## src/rtl/keypad_scan_pkg.sv

```systemverilog
// -----------------------------------------------------------------------------
// keypad_scan_pkg
// Shared definitions for the 4x4 matrix keypad scanner:
//   - keypad geometry (rows, columns, number of keys, key code width)
//   - debounce FSM state encoding
//   - lowest-set-bit key encoder used to pick the winning key from a scan
// No ports (package).
// -----------------------------------------------------------------------------
package keypad_scan_pkg;

  localparam int KEY_ROWS   = 4;
  localparam int KEY_COLS   = 4;
  localparam int KEY_NUM    = KEY_ROWS * KEY_COLS;
  localparam int KEY_CODE_W = 4;

  // Debounce FSM states (2-bit encoding).
  typedef enum logic [1:0] {
    IDLE    = 2'd0,
    CAND    = 2'd1,
    PRESSED = 2'd2
  } kp_state_e;

  // Index of the lowest set bit; key 0 has the highest priority.
  // Returns 0 for an all-zero vector (callers qualify with |keys).
  function automatic logic [KEY_CODE_W-1:0] lowest_key(input logic [KEY_NUM-1:0] keys);
    logic [KEY_CODE_W-1:0] code;
    code = '0;
    // Walk downwards so the last hit written is the lowest index.
    for (int i = KEY_NUM - 1; i >= 0; i--) begin
      if (keys[i]) begin
        code = KEY_CODE_W'(i);
      end
    end
    return code;
  endfunction

endpackage

```

## src/rtl/keypad_scan_if.sv

```systemverilog
// -----------------------------------------------------------------------------
// keypad_scan_if
// Bundles the keypad matrix lines and the key-event outputs of keypad_scan.
//   col_in   : keypad column returns, active-low, asynchronous
//   row_out  : keypad row drive, active-low, one-hot-zero
//   key_in   : one-cycle strobe, new debounced key accepted
//   key_val  : code of the accepted key (row*4+col), held until next accept
//   key_held : high while the accepted key is considered pressed
// Modports:
//   master : the scanner (drives rows and key outputs, reads columns)
//   slave  : the keypad / downstream key buffer side
// -----------------------------------------------------------------------------
interface keypad_scan_if;

  logic [keypad_scan_pkg::KEY_COLS-1:0]   col_in;
  logic [keypad_scan_pkg::KEY_ROWS-1:0]   row_out;
  logic                                   key_in;
  logic [keypad_scan_pkg::KEY_CODE_W-1:0] key_val;
  logic                                   key_held;

  modport master (
    input  col_in,
    output row_out,
    output key_in,
    output key_val,
    output key_held
  );

  modport slave (
    output col_in,
    input  row_out,
    input  key_in,
    input  key_val,
    input  key_held
  );

endinterface

```

## src/rtl/keypad_scan_sync2.sv

```systemverilog
// -----------------------------------------------------------------------------
// sync2
// Two-flop synchroniser for a bus of independent asynchronous bits.
// Ports:
//   clock  : destination clock
//   reset  : synchronous, active-high; loads RST_VAL into both stages
//   d_i    : asynchronous input bus
//   q_o    : synchronised output, 2 clocks of latency
// Parameters:
//   WIDTH   : bus width
//   RST_VAL : value both stages take in reset (the "idle" level of the input)
// -----------------------------------------------------------------------------
module sync2 #(
  parameter int              WIDTH   = 1,
  parameter logic [WIDTH-1:0] RST_VAL = '0
) (
  input  logic             clock,
  input  logic             reset,
  input  logic [WIDTH-1:0] d_i,
  output logic [WIDTH-1:0] q_o
);

  logic [WIDTH-1:0] meta_q;
  logic [WIDTH-1:0] sync_q;

  always_ff @(posedge clock) begin
    if (reset) begin
      meta_q <= RST_VAL;
      sync_q <= RST_VAL;
    end else begin
      meta_q <= d_i;
      sync_q <= meta_q;
    end
  end

  assign q_o = sync_q;

endmodule

```

## src/rtl/keypad_scan.sv

```systemverilog
// -----------------------------------------------------------------------------
// keypad_scan
// Scans a 4x4 active-low matrix keypad one row at a time, synchronises the
// column returns, builds a 16-bit snapshot per full scan and debounces the
// lowest-indexed pressed key across consecutive scans. A debounced press
// produces exactly one key_in strobe with key_val valid in the same cycle.
// Ports:
//   clock : system clock
//   reset : synchronous, active-high, dominates every other input
//   kp    : keypad_scan_if.master (col_in, row_out, key_in, key_val, key_held)
// Parameters:
//   SCAN_DIV : clocks each row is driven before its columns are sampled (>=4)
//   DEBOUNCE : consecutive identical full scans to accept a press/release (>=1)
// -----------------------------------------------------------------------------
module keypad_scan
  import keypad_scan_pkg::*;
#(
  parameter logic [15:0] SCAN_DIV = 16'd1000,
  parameter logic [3:0]  DEBOUNCE = 4'd3
) (
  input  logic         clock,
  input  logic         reset,
  keypad_scan_if.master kp
);

  // Column synchroniser. Idle (no key) columns read high, so reset the
  // stages to all-ones to avoid a phantom full-row press after reset.
  logic [KEY_COLS-1:0] col_sync;

  sync2 #(
    .WIDTH   (KEY_COLS),
    .RST_VAL ({KEY_COLS{1'b1}})
  ) u_col_sync (
    .clock (clock),
    .reset (reset),
    .d_i   (kp.col_in),
    .q_o   (col_sync)
  );

  // Row scanner state
  logic [15:0]         div_cnt_q,   div_cnt_d;
  logic [1:0]          row_idx_q,   row_idx_d;
  logic [KEY_ROWS-1:0] row_out_q,   row_out_d;
  logic [KEY_NUM-1:0]  snap_q,      snap_d;
  logic                scan_done_q, scan_done_d;
  logic                tick;

  // Debounce FSM state and registered outputs
  kp_state_e             state_q;
  logic [3:0]            cnt_q;
  logic [KEY_CODE_W-1:0] code_q;
  logic                  key_in_q;
  logic [KEY_CODE_W-1:0] key_val_q;
  logic                  key_held_q;

  // Encoder outputs
  logic                  cand_valid;
  logic [KEY_CODE_W-1:0] cand_code;

  assign tick = (div_cnt_q == (SCAN_DIV - 16'd1));

  always_comb begin
    div_cnt_d   = div_cnt_q + 16'd1;
    row_idx_d   = row_idx_q;
    row_out_d   = row_out_q;
    snap_d      = snap_q;
    scan_done_d = 1'b0;
    if (tick) begin
      div_cnt_d = '0;
      row_idx_d = row_idx_q + 2'd1;
      row_out_d = ~(4'b0001 << row_idx_d);
      // Columns are active-low; store pressed keys as ones.
      snap_d[{row_idx_q, 2'b00} +: KEY_COLS] = ~col_sync;
      // Row 3 closes a scan; the pulse lands the clock after, when the
      // snapshot already holds row 3's sample.
      scan_done_d = (row_idx_q == 2'd3);
    end
  end

  always_ff @(posedge clock) begin
    if (reset) begin
      div_cnt_q   <= '0;
      row_idx_q   <= '0;
      row_out_q   <= 4'b1110;
      snap_q      <= '0;
      scan_done_q <= 1'b0;
    end else begin
      div_cnt_q   <= div_cnt_d;
      row_idx_q   <= row_idx_d;
      row_out_q   <= row_out_d;
      snap_q      <= snap_d;
      scan_done_q <= scan_done_d;
    end
  end

  assign cand_valid = |snap_q;
  assign cand_code  = lowest_key(snap_q);

  // Debounce FSM: evaluated once per completed scan. cnt counts identical
  // candidate scans in CAND and consecutive empty scans in PRESSED.
  always_ff @(posedge clock) begin
    if (reset) begin
      state_q    <= IDLE;
      cnt_q      <= '0;
      code_q     <= '0;
      key_in_q   <= 1'b0;
      key_val_q  <= '0;
      key_held_q <= 1'b0;
    end else begin
      key_in_q <= 1'b0;
      if (scan_done_q) begin
        unique case (state_q)
          IDLE: begin
            if (cand_valid) begin
              code_q <= cand_code;
              if (DEBOUNCE <= 4'd1) begin
                // A single scan is enough: accept right away.
                state_q    <= PRESSED;
                cnt_q      <= '0;
                key_in_q   <= 1'b1;
                key_val_q  <= cand_code;
                key_held_q <= 1'b1;
              end else begin
                state_q <= CAND;
                cnt_q   <= 4'd1;
              end
            end
          end
          CAND: begin
            if (!cand_valid) begin
              state_q <= IDLE;
              cnt_q   <= '0;
            end else if (cand_code != code_q) begin
              code_q <= cand_code;
              cnt_q  <= 4'd1;
            end else if ((cnt_q + 4'd1) >= DEBOUNCE) begin
              state_q    <= PRESSED;
              cnt_q      <= '0;
              key_in_q   <= 1'b1;
              key_val_q  <= code_q;
              key_held_q <= 1'b1;
            end else begin
              cnt_q <= cnt_q + 4'd1;
            end
          end
          PRESSED: begin
            // Any key (even a different one) keeps the press alive.
            if (cand_valid) begin
              cnt_q <= '0;
            end else if ((cnt_q + 4'd1) >= DEBOUNCE) begin
              state_q    <= IDLE;
              cnt_q      <= '0;
              key_held_q <= 1'b0;
            end else begin
              cnt_q <= cnt_q + 4'd1;
            end
          end
          default: begin
            state_q <= IDLE;
            cnt_q   <= '0;
          end
        endcase
      end
    end
  end

  assign kp.row_out  = row_out_q;
  assign kp.key_in   = key_in_q;
  assign kp.key_val  = key_val_q;
  assign kp.key_held = key_held_q;

endmodule

```

## src/flat_wrapper.sv

```systemverilog
// flat-port wrapper written by rule: the top's interface ports become plain ports
module keypad_scan_flat import keypad_scan_pkg::*;
#(
  parameter logic [15:0] SCAN_DIV = 16'd1000,
  parameter logic [3:0]  DEBOUNCE = 4'd3
)
  (clock, reset, kp_col_in, kp_row_out, kp_key_in, kp_key_val, kp_key_held);
  keypad_scan_if kp_i ();
  input  logic clock;
  input  logic reset;
  input wire logic [$bits(kp_i.col_in)-1:0] kp_col_in;
  output wire logic [$bits(kp_i.row_out)-1:0] kp_row_out;
  output wire logic [$bits(kp_i.key_in)-1:0] kp_key_in;
  output wire logic [$bits(kp_i.key_val)-1:0] kp_key_val;
  output wire logic [$bits(kp_i.key_held)-1:0] kp_key_held;
  assign kp_i.col_in = kp_col_in;
  assign kp_row_out = kp_i.row_out;
  assign kp_key_in = kp_i.key_in;
  assign kp_key_val = kp_i.key_val;
  assign kp_key_held = kp_i.key_held;
  keypad_scan #(.SCAN_DIV(SCAN_DIV), .DEBOUNCE(DEBOUNCE)) u_core (.clock(clock), .reset(reset), .kp(kp_i));
endmodule
```

## config.mk

```make
export PLATFORM = sky130hd
export DESIGN_NAME = keypad_scan_flat
export DESIGN_NICKNAME = d
export VERILOG_FILES = /design/src/rtl/keypad_scan_pkg.sv /design/src/rtl/keypad_scan_if.sv /design/src/rtl/keypad_scan_sync2.sv /design/src/rtl/keypad_scan.sv /design/src/flat_wrapper.sv
export SDC_FILE = /design/constraint.sdc
export NUM_CORES = 1
export LEC_CHECK = 0
export BUFFER_PORTS_ARGS = -buffer_cell sky130_fd_sc_hd__buf_2
export CAP_MARGIN = 5
export CELL_PAD_IN_SITES_DETAIL_PLACEMENT = 1
export CELL_PAD_IN_SITES_GLOBAL_PLACEMENT = 1
export CORE_MARGIN = 2
export CORE_UTILIZATION = 46
export DETAILED_ROUTE_END_ITERATION = 16
export PLACE_DENSITY = 0.9
export SYNTH_ARGS = -nofsm -noshare
export SYNTH_HDL_FRONTEND = slang
export SYNTH_SLANG_ARGS = --single-unit
```

## constraint.sdc

```tcl
create_clock -name clock -period 3.1 [get_ports clock]
set_clock_uncertainty 0.15 [all_clocks]
set_input_delay 0.155 -clock clock [delete_from_list [all_inputs] [get_ports clock]]
set_output_delay 0.155 -clock clock [all_outputs]
set_load 0.005 [all_outputs]
```

After elaboration in Yosys (flattened, before gate mapping):

Index checks and enable logic that the tools add are counted.

* bits of input ports: 6
* word-level logic and storage cells: 95
* register bits after elaboration: 63
* output and inout port bits: 10

* add/subtract/negate cells: 4
* shifts and indexed selects: 3
* $lt $le $gt $ge: 1
* eq/ne operators: 14
* mux-type cells: 41
* reductions and logical operators: 12
* bitwise gates (word level): 7

Operators by type and width (number)
* $mux 4: 24
* $add 16x1->16 const B: 1
* $bwmux 16: 1
* $eq 16x10->1 const B: 1
* $reduce_or 16->1: 1
* $shift 4x6->16 const A: 1
* $shiftx 4x6->16: 1
* $mux 2: 6
* $pmux 4 s3: 1
* $ne 2x1->1 const B: 5
* $reduce_and 5->1: 2
* $not 4->4: 2
* $pmux 4 s2: 1
* $reduce_and 7->1: 1
* $mux 1: 6
* $ne 3x3->1 const B: 2
* $neg 4->6: 1
* $pmux 2 s3: 1
* $reduce_and 6->1: 1
* $not 1->1: 5
* $reduce_or 5->1: 1
* $add 4x1->4 const B: 1
* $eq 2x2->1 const B: 2
* $ge 4x2->1 const B: 1
* other kinds (10): 13

Depth between registers and ports, before layout:

Gate-level depths: netlist (run 1).

* depth after elaboration: 20
* mapped depth: 8
* depth with buffers taken out: 8

Cells and area by module:

From an unflattened synthesis (run 1), not the netlist that was laid out.

* cells, all modules: 342
* area total of the unflattened synthesis: 2907.8 µm²

Modules (own cells, without submodules)
* keypad_scan: cells an instance 326, times used 1, seq. area each 1101.1 µm², area each 2697.6 µm²
* sync2: cells an instance 16, times used 1, seq. area each 160.2 µm², area each 210.2 µm²

Worst setup path after synthesis (run 1):

No wires, ideal clock.

* path type: register to register
* from: register u_core.snap_q[10]
* to: register u_core.key_val_q[3] (netlist: u_core.kp.key_val[3])
* arrival time: 2.035 ns
* path slack: 0.797 ns
* buffers on the path: 0
* cell stages (with the launch flop): 7
* setup time: 0.118 ns
* period minus slack after synthesis: 2.303 ns
* cell sequence: dfxtp_1 > or4_4 > nor4b_2 > o31a_2 > o21ai_4 > or4_4 > mux2i_1

* longest elaborated chain between the ends: 14
* elaborated cells between the ends (all ways): 15
* those cells by class: eq/ne: 1; mux: 11; bitwise: 1; reduce/logical: 2

Ends and longest elaborated chain
* from (decl): line keypad_scan.sv:44 `logic [KEY_NUM-1:0] snap_q, snap_d;`
* from (signal assigned): line keypad_scan.sv:91 `snap_q <= snap_d;`
* $mux 4 (11 in a row): line keypad_scan_pkg.sv:30 `if (keys[i]) begin`
* $ne 4x4->1: line keypad_scan.sv:133 `end else if (cand_code != code_q) begin`
* $not 1->1 (no source line)
* $reduce_and 5->1 (no source line) (*)
* to (signal assigned): line keypad_scan.sv:121 `key_val_q <= cand_code;`
* to (signal assigned): line keypad_scan.sv:140 `key_val_q <= code_q;`
* to (decl): line keypad_scan.sv:53 `logic [KEY_CODE_W-1:0] key_val_q;`

Every way passes the cells marked *; elsewhere a longest branch is shown, timed or not.
A chain may end at the register's enable or synchronous reset.

Worst setup path in the final report (run 1):

* from: register u_core.snap_q[0]
* to: register u_core.cnt_q[0]

* longest elaborated chain between the ends: 5
* elaborated cells between the ends (all ways): 9
* those cells by class: eq/ne: 2; mux: 5; reduce/logical: 2

Ends and longest elaborated chain
* $mux 4: line keypad_scan_pkg.sv:30
* $ne 4x4->1: line keypad_scan.sv:133
* $mux 4: line keypad_scan.sv:133
* $mux 4: line keypad_scan.sv:130 `if (!cand_valid) begin`
* $pmux 4 s3: line keypad_scan.sv:112 `unique case (state_q)`
* to (signal assigned): line keypad_scan.sv:143 `cnt_q <= cnt_q + 4'd1;`
* to (signal assigned): line keypad_scan.sv:155 `cnt_q <= cnt_q + 4'd1;`
* to (decl): line keypad_scan.sv:50 `logic [3:0] cnt_q;`

Parallel ways exist; a longest one is shown, timed or not.

==> metrics.cfg, run 1 <==
[timing]
max_slew_margin=0.486
drv_slew=0
grt_setup_unrepaired=false
fmax_mhz=372
setup_slack_ns=0.412
fin_crit_ns=2.69
setup_viol_count_final=0
timing.final.crit_share=0.867
hold_violations=0
tns_ns=0
tightest_slew_ns=0.764

[critical_path]
ff2ff_path_depth=5
r2r-end=u_core.cnt_q[0]
reg2reg_slack_ns=0.41
cp.required_ns=3.18
cp.buffers_inverters=0
path_class=flop to flop
regToRegStartpoint=u_core.snap_q[0]
crit_path_start_kind=flop
cpMaxStageDelayCell=nor4_1
critical-path-top-delay-family=simple AND/OR/NAND/NOR gates
crit_chain=nor4_1 -> nand4_1 -> nor3b_1 -> a21boi_0 -> o41ai_1
endpoint_kind=flop
arrival_ns=2.77
crit_fanout=6
cpPeakStageDelay_ns=0.70

[power_and_ir_drop]
p_leak_nw=1.26
power.density_mw_per_mm2=521
power_w=0.00174
p_clk_frac=0.508
comb_power_share=0.019
seq_power_share=0.473
cellInternalPower_w=0.00137
ir_worst_vdd_mv=0.403
p_switching_w=0.000372
switching_share=0.214

[floorplan]
coreArea_sq_mm=0.00599
pin_count=16
die_w_um=83.4
die_y_um=83.4
row_count=28
die_area_sq_mm=0.00695
initial_core_util=0.484

[logic_synthesis]
async_flop_share=0
synth_cell_types=49
synth_warnings=0
synthesis.area_sq_mm=0.00290
syn_inst=331
synth_top_flop_cell=dfxtp_1
synth_seq_area_share=0.435
avgSynthCellArea_sq_um=8.75
ys_seq_elements=63
synth_edf_count=0
synth_nets=346

[clocking]
cts-root-buf=clkbuf_8
cts_tree=built
clock_sinks=63
clock_latency_ns=0.35
numCtsBuffers=9
cts.clk_slew.worst_paths_ns=0.07
cts_max_level=3
clockBufferDepth=2
cts_setup_buffers=0

[routing]
drt_iter0_markers=82
drc=0
dr.pass1.iters=4
vias_per_cell=5.72
wl_mm=6.89
wl_per_cell_um=15.8
via_count=2488
antenna_left=0

[layout]
finalNonFillerCells=435
drive_above_1_share=0.147
areaGrowthSynthToFinish_pct=15.2
seq_area_sq_mm=0.00126
nets=370
antenna_cells=0
fin_area_sq_mm=0.00334
nFillCells=721
final_cell_mix=dfxtp_1 (63), nor2_1 (42), a21oi_1 (25)
final_common_cell=dfxtp_1
multi_input_area_sq_mm=0.00157

[global_route]
grt_use_total=0.216
antenna_found_initial=0
grt_pass1_wl_mm=12.2
grt_max_degree=30
grt.overflow.total=0
grt_pass1_vias=2604

[placed_design]
hpwl_mm=4.75
dp.cells=415
place_congestion=0.831
port_buffers=15
pre_cts_slack_ns=0.514
place_area_sq_mm=0.00305

[outcome]
status=finished, final reports clean

[worst_hold_path]
hold_depth=2
min_from=reset
holdPathEnd=u_core.snap_q[2]
hp-class=input port to flop

[job]
drv_cap=0

==> power groups by stage <==
stage | registers (W) | logic [W] | clock network, W
global placement | 0.000841 | 0.0000289 | 0
CTS | 0.000823 | 0.0000340 | 0.000893
global route | 0.000824 | 0.0000382 | 0.000924
detailed placement | 0.000842 | 0.0000301 | 0
finish | 0.000823 | 0.0000335 | 0.000883
floorplan | 0.000840 | 0.0000221 | 0
==> through the flow <==
step                 util  hold slack (ns)
floorplan               -            0.109
global placement    0.509            0.187
detailed placement  0.509            0.192
CTS                 0.557           0.0445
global route        0.557            0.103
finish              0.557           0.0432
==> area by class of cell <==
type | count | area share
clock buffer | 9 | 0.0371
timing repair buffer | 21 | 0.0390
inverter | 11 | 0.0124
sequential | 63 | 0.378
clock inverter | 7 | 0.0364
tap | 75 | 0.0281
multi-input combinational | 249 | 0.469
==> registers in the layout, indices dropped and copies added, names as in the netlist <==
register	cells
u_core.kp.key_val	4
u_core.scan_done_q	1
u_core.state_q	2
u_core.code_q	4
u_core.kp.key_held	1
u_core.snap_q	16
u_core.cnt_q	4
u_core.u_col_sync.meta_q	4
u_core.kp.key_in	1
u_core.div_cnt_q	16
u_core.u_col_sync.q_o	4
u_core.row_idx_q	2
u_core.kp.row_out	4
==> repair_timing <==
item                      in CTS  in global routing
resized for setup              0                  0
hold endpoints to repair       4                  0
hold buffers                   4                  0
==> cells by family after synthesis <==
kind of cell / count (synthesis) / share of synthesized area
xor+xnor: 13 / 0.0393
flops: 63 / 0.435
compound gates: 63 / 0.140
simple gates: 157 / 0.298
mux: 7 / 0.0242
fa+ha+maj: 9 / 0.0389
buf+inv: 19 / 0.0246
==> cells in the mapped netlist (all sizes together) (2+ instances only) <==
cell,number,area [sq um]
o31ai,2,15.0
or4,2,22.5
inv,11,41.3
a21boi,2,15.0
mux2i,7,70.1
a21o,3,22.5
dfxtp,63,1260
o31a,2,18.8
nor3b,4,30.0
nor4,14,115
or2,11,68.8
nand3,8,40.0
nor3,18,90.1
xnor2,6,52.6
and4,2,17.5
nor4b,2,23.8
nor2,42,158
a211oi,4,30.0
clkbuf,8,30.0
o21a,3,22.5
xor2,7,61.3
nand2b,14,87.6
o21ai,12,71.3
or3,5,31.3
and3,3,18.8
nand4,3,18.8
a311oi,2,17.5
and2,2,12.5
nand2,21,78.8
a21oi,25,125
ha,9,113
nor2b,2,12.5
==> metal layers <==
layer  up-vias  global-route usage  share of wire
li1       1225                   -              -
met1      1201               0.255           0.44
met2        43               0.383           0.51
met3        19              0.0358          0.031
met4         0              0.0984          0.025
met5         -                   0              0
==> how the worst max path moves through the flow <==
stage	from	end	slack (ns)	cells past startpoint
6_report	u_core.snap_q[0]	u_core.cnt_q[0]	0.41	5
5_1_grt	u_core.snap_q[1]	u_core.cnt_q[0]	0.20	5
4_1_cts	u_core.snap_q[0]	u_core.cnt_q[0]	0.42	5
3_5_place_dp	u_core.snap_q[0]	u_core.cnt_q[0]	0.51	5
3_3_place_gp	u_core.snap_q[4]	u_core.kp.key_val[3]	0.70	6
2_1_floorplan	u_core.snap_q[10]	u_core.kp.key_val[3]	0.80	6
(Power assumes the default switching activity.)
==> run 2, diff against run 1 <==
Clock period 3.1 ns to 3 ns, I/O delays scaled along.
==> metrics.cfg, run 2 (synthesis results as in run 1) <==
[placed_design]
port_buffers=15
hpwl_mm=4.85
place_congestion=0.831
pre_cts_slack_ns=0.408

[power_and_ir_drop]
p_leak_nw=1.25
ir_worst_vdd_mv=0.413
power.density_mw_per_mm2=517

[layout]
final_util=0.554
final_cell_mix=dfxtp_1 (63), nor2_1 (42), a21oi_1 (25)
drive_above_1_share=0.150
reg_top3=u_core.div_cnt_q: 16 flops, u_core.snap_q: 16 flops
nets=371
final_common_cell=dfxtp_1
areaGrowthSynthToFinish_pct=14.6
antenna_cells=0

[routing]
antenna_left=0
dr.pass1.iters=4
via_count=2489
drt_iter0_markers=93
vias_per_cell=5.71
drc=0
wl_mm=7.22
wl_per_cell_um=16.6

[global_route]
grt_use_total=0.228
antenna_found_initial=0
grt_max_degree=30
grt_pass1_vias=2722
grt_pass1_wl_mm=12.7
grt.overflow.total=0

[timing]
fmax_mhz=385
drv_slew=0
fin_crit_ns=2.60
tns_ns=0
hold_violations=0
setup_viol_count_final=0
tightest_slew_ns=0.685
grt_setup_unrepaired=false
timing.final.crit_share=0.865
max_slew_margin=0.542
setup_slack_ns=0.404

[floorplan]
die_w_um=83.4
row_count=28
pin_count=16
initial_core_util=0.484
die_y_um=83.4
die_area_sq_mm=0.00695
coreArea_sq_mm=0.00599

[clocking]
numCtsBuffers=9
clock_latency_ns=0.35
clockBufferDepth=2
cts.clk_slew.worst_paths_ns=0.07
cts_setup_buffers=0
cts_max_level=3
clock_sinks=63
cts_tree=built
cts-root-buf=clkbuf_8

[worst_hold_path]
min_from=reset
hold_depth=2
holdPathEnd=u_core.snap_q[1]
hp-class=input port to flop

[critical_path]
r2r-end=u_core.kp.key_val[3]
regToRegStartpoint=u_core.snap_q[1]
ff2ff_path_depth=7
endpoint_kind=flop
reg2reg_slack_ns=0.40
arrival_ns=2.69
path_class=flop to flop
crit_path_start_kind=flop
cp.required_ns=3.09
crit_fanout=7

[job]
drv_cap=0

[outcome]
status=finished, final reports clean

run 2: layer usage:
layer  vias up  wire length (um)  GRT usage
li1       1228                 -          -
met1      1192              3170      0.261
met2        49              3600      0.397
met3        20               225     0.0517
met4         0               216      0.112
met5         -                 0          0
run 2: cell type report:
type / instances / area (sq um)
clock buffer: 9 / 124
clock inverter: 7 / 97.6
fill: 722 / 2670
inverter: 11 / 41.3
multi-input combinational: 249 / 1570
sequential: 63 / 1260
tap: 75 / 93.8
timing repair buffer: 22 / 138
run 2: per-stage QoR:
step	hold WS (ns)	instances	instance area [sq um]	total power, W
5_1_grt	0.0762	436	3320	0.00178
2_1_floorplan	0.104	331	2900	0.000891
3_5_place_dp	0.191	416	3060	0.000901
3_3_place_gp	0.182	416	3060	0.000900
6_report	0.0456	436	3320	0.00172
4_1_cts	0.0437	436	3320	0.00173
run 2: worst max path at each step:
stage	start	to	slack [ns]	depth (start not counted)
finish	u_core.snap_q[1]	u_core.kp.key_val[3]	0.40	7
detailed placement	u_core.snap_q[1]	u_core.kp.key_val[3]	0.41	7
floorplan	u_core.snap_q[10]	u_core.kp.key_val[3]	0.70	6
CTS	u_core.snap_q[1]	u_core.kp.key_val[3]	0.41	7
global placement	u_core.snap_q[4]	u_core.kp.key_val[3]	0.59	6
global route	u_core.snap_q[1]	u_core.kp.key_val[3]	0.19	7
run 2: where the power goes:
| part | internal (W) | switching [W] | total [W] |
|---|---|---|---|
| combinational | 0.0000163 | 0.0000192 | 0.0000355 |
| clock | 0.000468 | 0.000363 | 0.000831 |
| sequential | 0.000844 | 0.00000676 | 0.000851 |
| total | 0.00133 | 0.000389 | 0.00172 |
run 2: timing repair:
action,4_1_cts,5_1_grt
gates resized for setup,0,0
hold buffers,4,0
endpoints found under the hold margin,4,0
run 2: critical path, cell delays in order, from the launching register on:
cell and delay [ns]:
dfxtp_1 0.44, nor4_1 0.10, buf_4 0.16, nand4_1 0.18, nor3b_1 0.61, nand2_1 0.23, or4_4 0.49, mux2i_1 0.13
==> run 3, diff against run 2 <==
Settings changed: PLACE_DENSITY 0.9 to default, PLACE_DENSITY_LB_ADDON from default to 0.1, RECOVER_POWER from default to 25.
==> metrics.cfg, run 3 (synthesis results as in run 1) <==
[outcome]
status=finished, final reports clean

[timing]
fmax_mhz=394
setup_viol_count_final=0
timing.final.crit_share=0.847
setup_slack_ns=0.459
grt_setup_unrepaired=false
holdWs_ns=0.236
fin_crit_ns=2.54
hold_violations=0
max_slew_margin=0.248
tightest_slew_ns=1.13
tns_ns=0
drv_slew=0

[layout]
nets=373
reg_top3=u_core.div_cnt_q: 16 flops, u_core.snap_q: 16 flops
fin_area_sq_mm=0.00335
areaGrowthSynthToFinish_pct=15.6
nFillCells=718
final_cell_mix=dfxtp_1 (63), nor2_1 (42), a21oi_1 (25)
final_common_cell=dfxtp_1
drive_above_1_share=0.140
finalNonFillerCells=438
antenna_cells=0

[floorplan]
pin_count=16
row_count=28
die_y_um=83.4
coreArea_sq_mm=0.00599
die_w_um=83.4
die_area_sq_mm=0.00695
initial_core_util=0.484

[power_and_ir_drop]
p_leak_nw=1.26
seq_power_share=0.475
comb_power_share=0.019
power.density_mw_per_mm2=534
switching_share=0.200
cellInternalPower_w=0.00143
ir_worst_vdd_mv=0.340
p_clk_frac=0.506
p_switching_w=0.000358

[placed_design]
pre_cts_slack_ns=0.405
dp.cells=418
hpwl_mm=4.59
place_area_sq_mm=0.00307
port_buffers=15
place_congestion=0.755

[routing]
via_count=2438
antenna_left=0
dr.pass1.iters=4
drt_iter0_markers=100
wl_mm=6.45
drc=0
wl_per_cell_um=14.7
vias_per_cell=5.57

[clocking]
cts_setup_buffers=0
clock_sinks=63
cts_tree=built
cts_max_level=3
clock_latency_ns=0.35
numCtsBuffers=9
clockBufferDepth=2
cts.clk_slew.worst_paths_ns=0.07
cts-root-buf=clkbuf_8

[global_route]
grt_pass1_wl_mm=11.5
grt_pass1_vias=2542
grt.overflow.total=0
antenna_found_initial=0
grt_use_total=0.205
grt_max_degree=31

[worst_hold_path]
hp-class=input port to flop

[critical_path]
endpoint_kind=flop
arrival_ns=2.64
crit_path_start_kind=flop
cp.required_ns=3.10
path_class=flop to flop
crit_fanout=7

[job]
drv_cap=0

[run 3: cell types whose count changed in the layout (fill, tap and decap cells not counted), sizes merged]
cell | before | now
clkbuf | 9 | 15
clkinv | 3 | 2
clkinvlp | 2 | 1
bufinv | 2 | 3
buf | 18 | 15
[run 3: layout make-up]
class	instances	area, sq um	share of cell area
sequential	63	1260	0.376
inverter	11	41.3	0.0123
multi-input combinational	249	1570	0.467
tap	75	93.8	0.0280
clock inverter	6	108	0.0321
timing repair buffer	24	144	0.0429
clock buffer	10	138	0.0411
[run 3: metrics by stage]
stage	util	power [W]
final	0.559	0.00179
after global routing	0.559	0.00185
after CTS	0.561	0.00181
after detailed placement	0.513	0.000901
after global placement	0.513	0.000900
after floorplan	-	0.000891
[run 3: worst max-delay path, cell delays in order (launching register included)]
cell and delay [ns]:
dfxtp_1 0.36, nor4_2 0.55, nand3_1 0.15, a211oi_1 0.44
o21ai_4 0.14, or4_4 0.52, mux2i_1 0.13
[run 3: routing by layer]
| layer | vias to the layer above | part of all wire | track usage |
|---|---|---|---|
| li1 | 1226 | - | - |
| met1 | 1172 | 0.47 | 0.246 |
| met2 | 28 | 0.48 | 0.353 |
| met3 | 12 | 0.026 | 0.0427 |
| met4 | 0 | 0.021 | 0.0894 |
| met5 | - | 0 | 0 |
[run 3: final timing paths]
| kind | cells past startpoint | endpoint | slack [ns] | startpoint |
|---|---|---|---|---|
| worst min register to register | 1 | u_core.u_col_sync.q_o[2] | 0.26 | u_core.u_col_sync.meta_q[2] |
| worst min-delay path | 2 | u_core.kp.key_in | 0.24 | reset |
| worst max-delay path | 6 | u_core.kp.key_val[3] | 0.46 | u_core.snap_q[4] |
| worst max register to register | 6 | u_core.kp.key_val[3] | 0.46 | u_core.snap_q[4] |
[run 3: timing repair]
action,4_1_cts,5_1_grt
endpoints found under the hold margin,4,0
resized for setup,0,0
hold buffers,4,0
[run 3: power groups by stage]
stage	registers, W	clock network, W	logic, W
6_report	0.000851	0.000905	0.0000339
3_5_place_dp	0.000870	0	0.0000311
4_1_cts	0.000851	0.000921	0.0000352
2_1_floorplan	0.000868	0	0.0000228
3_3_place_gp	0.000870	0	0.0000306
5_1_grt	0.000851	0.000960	0.0000387
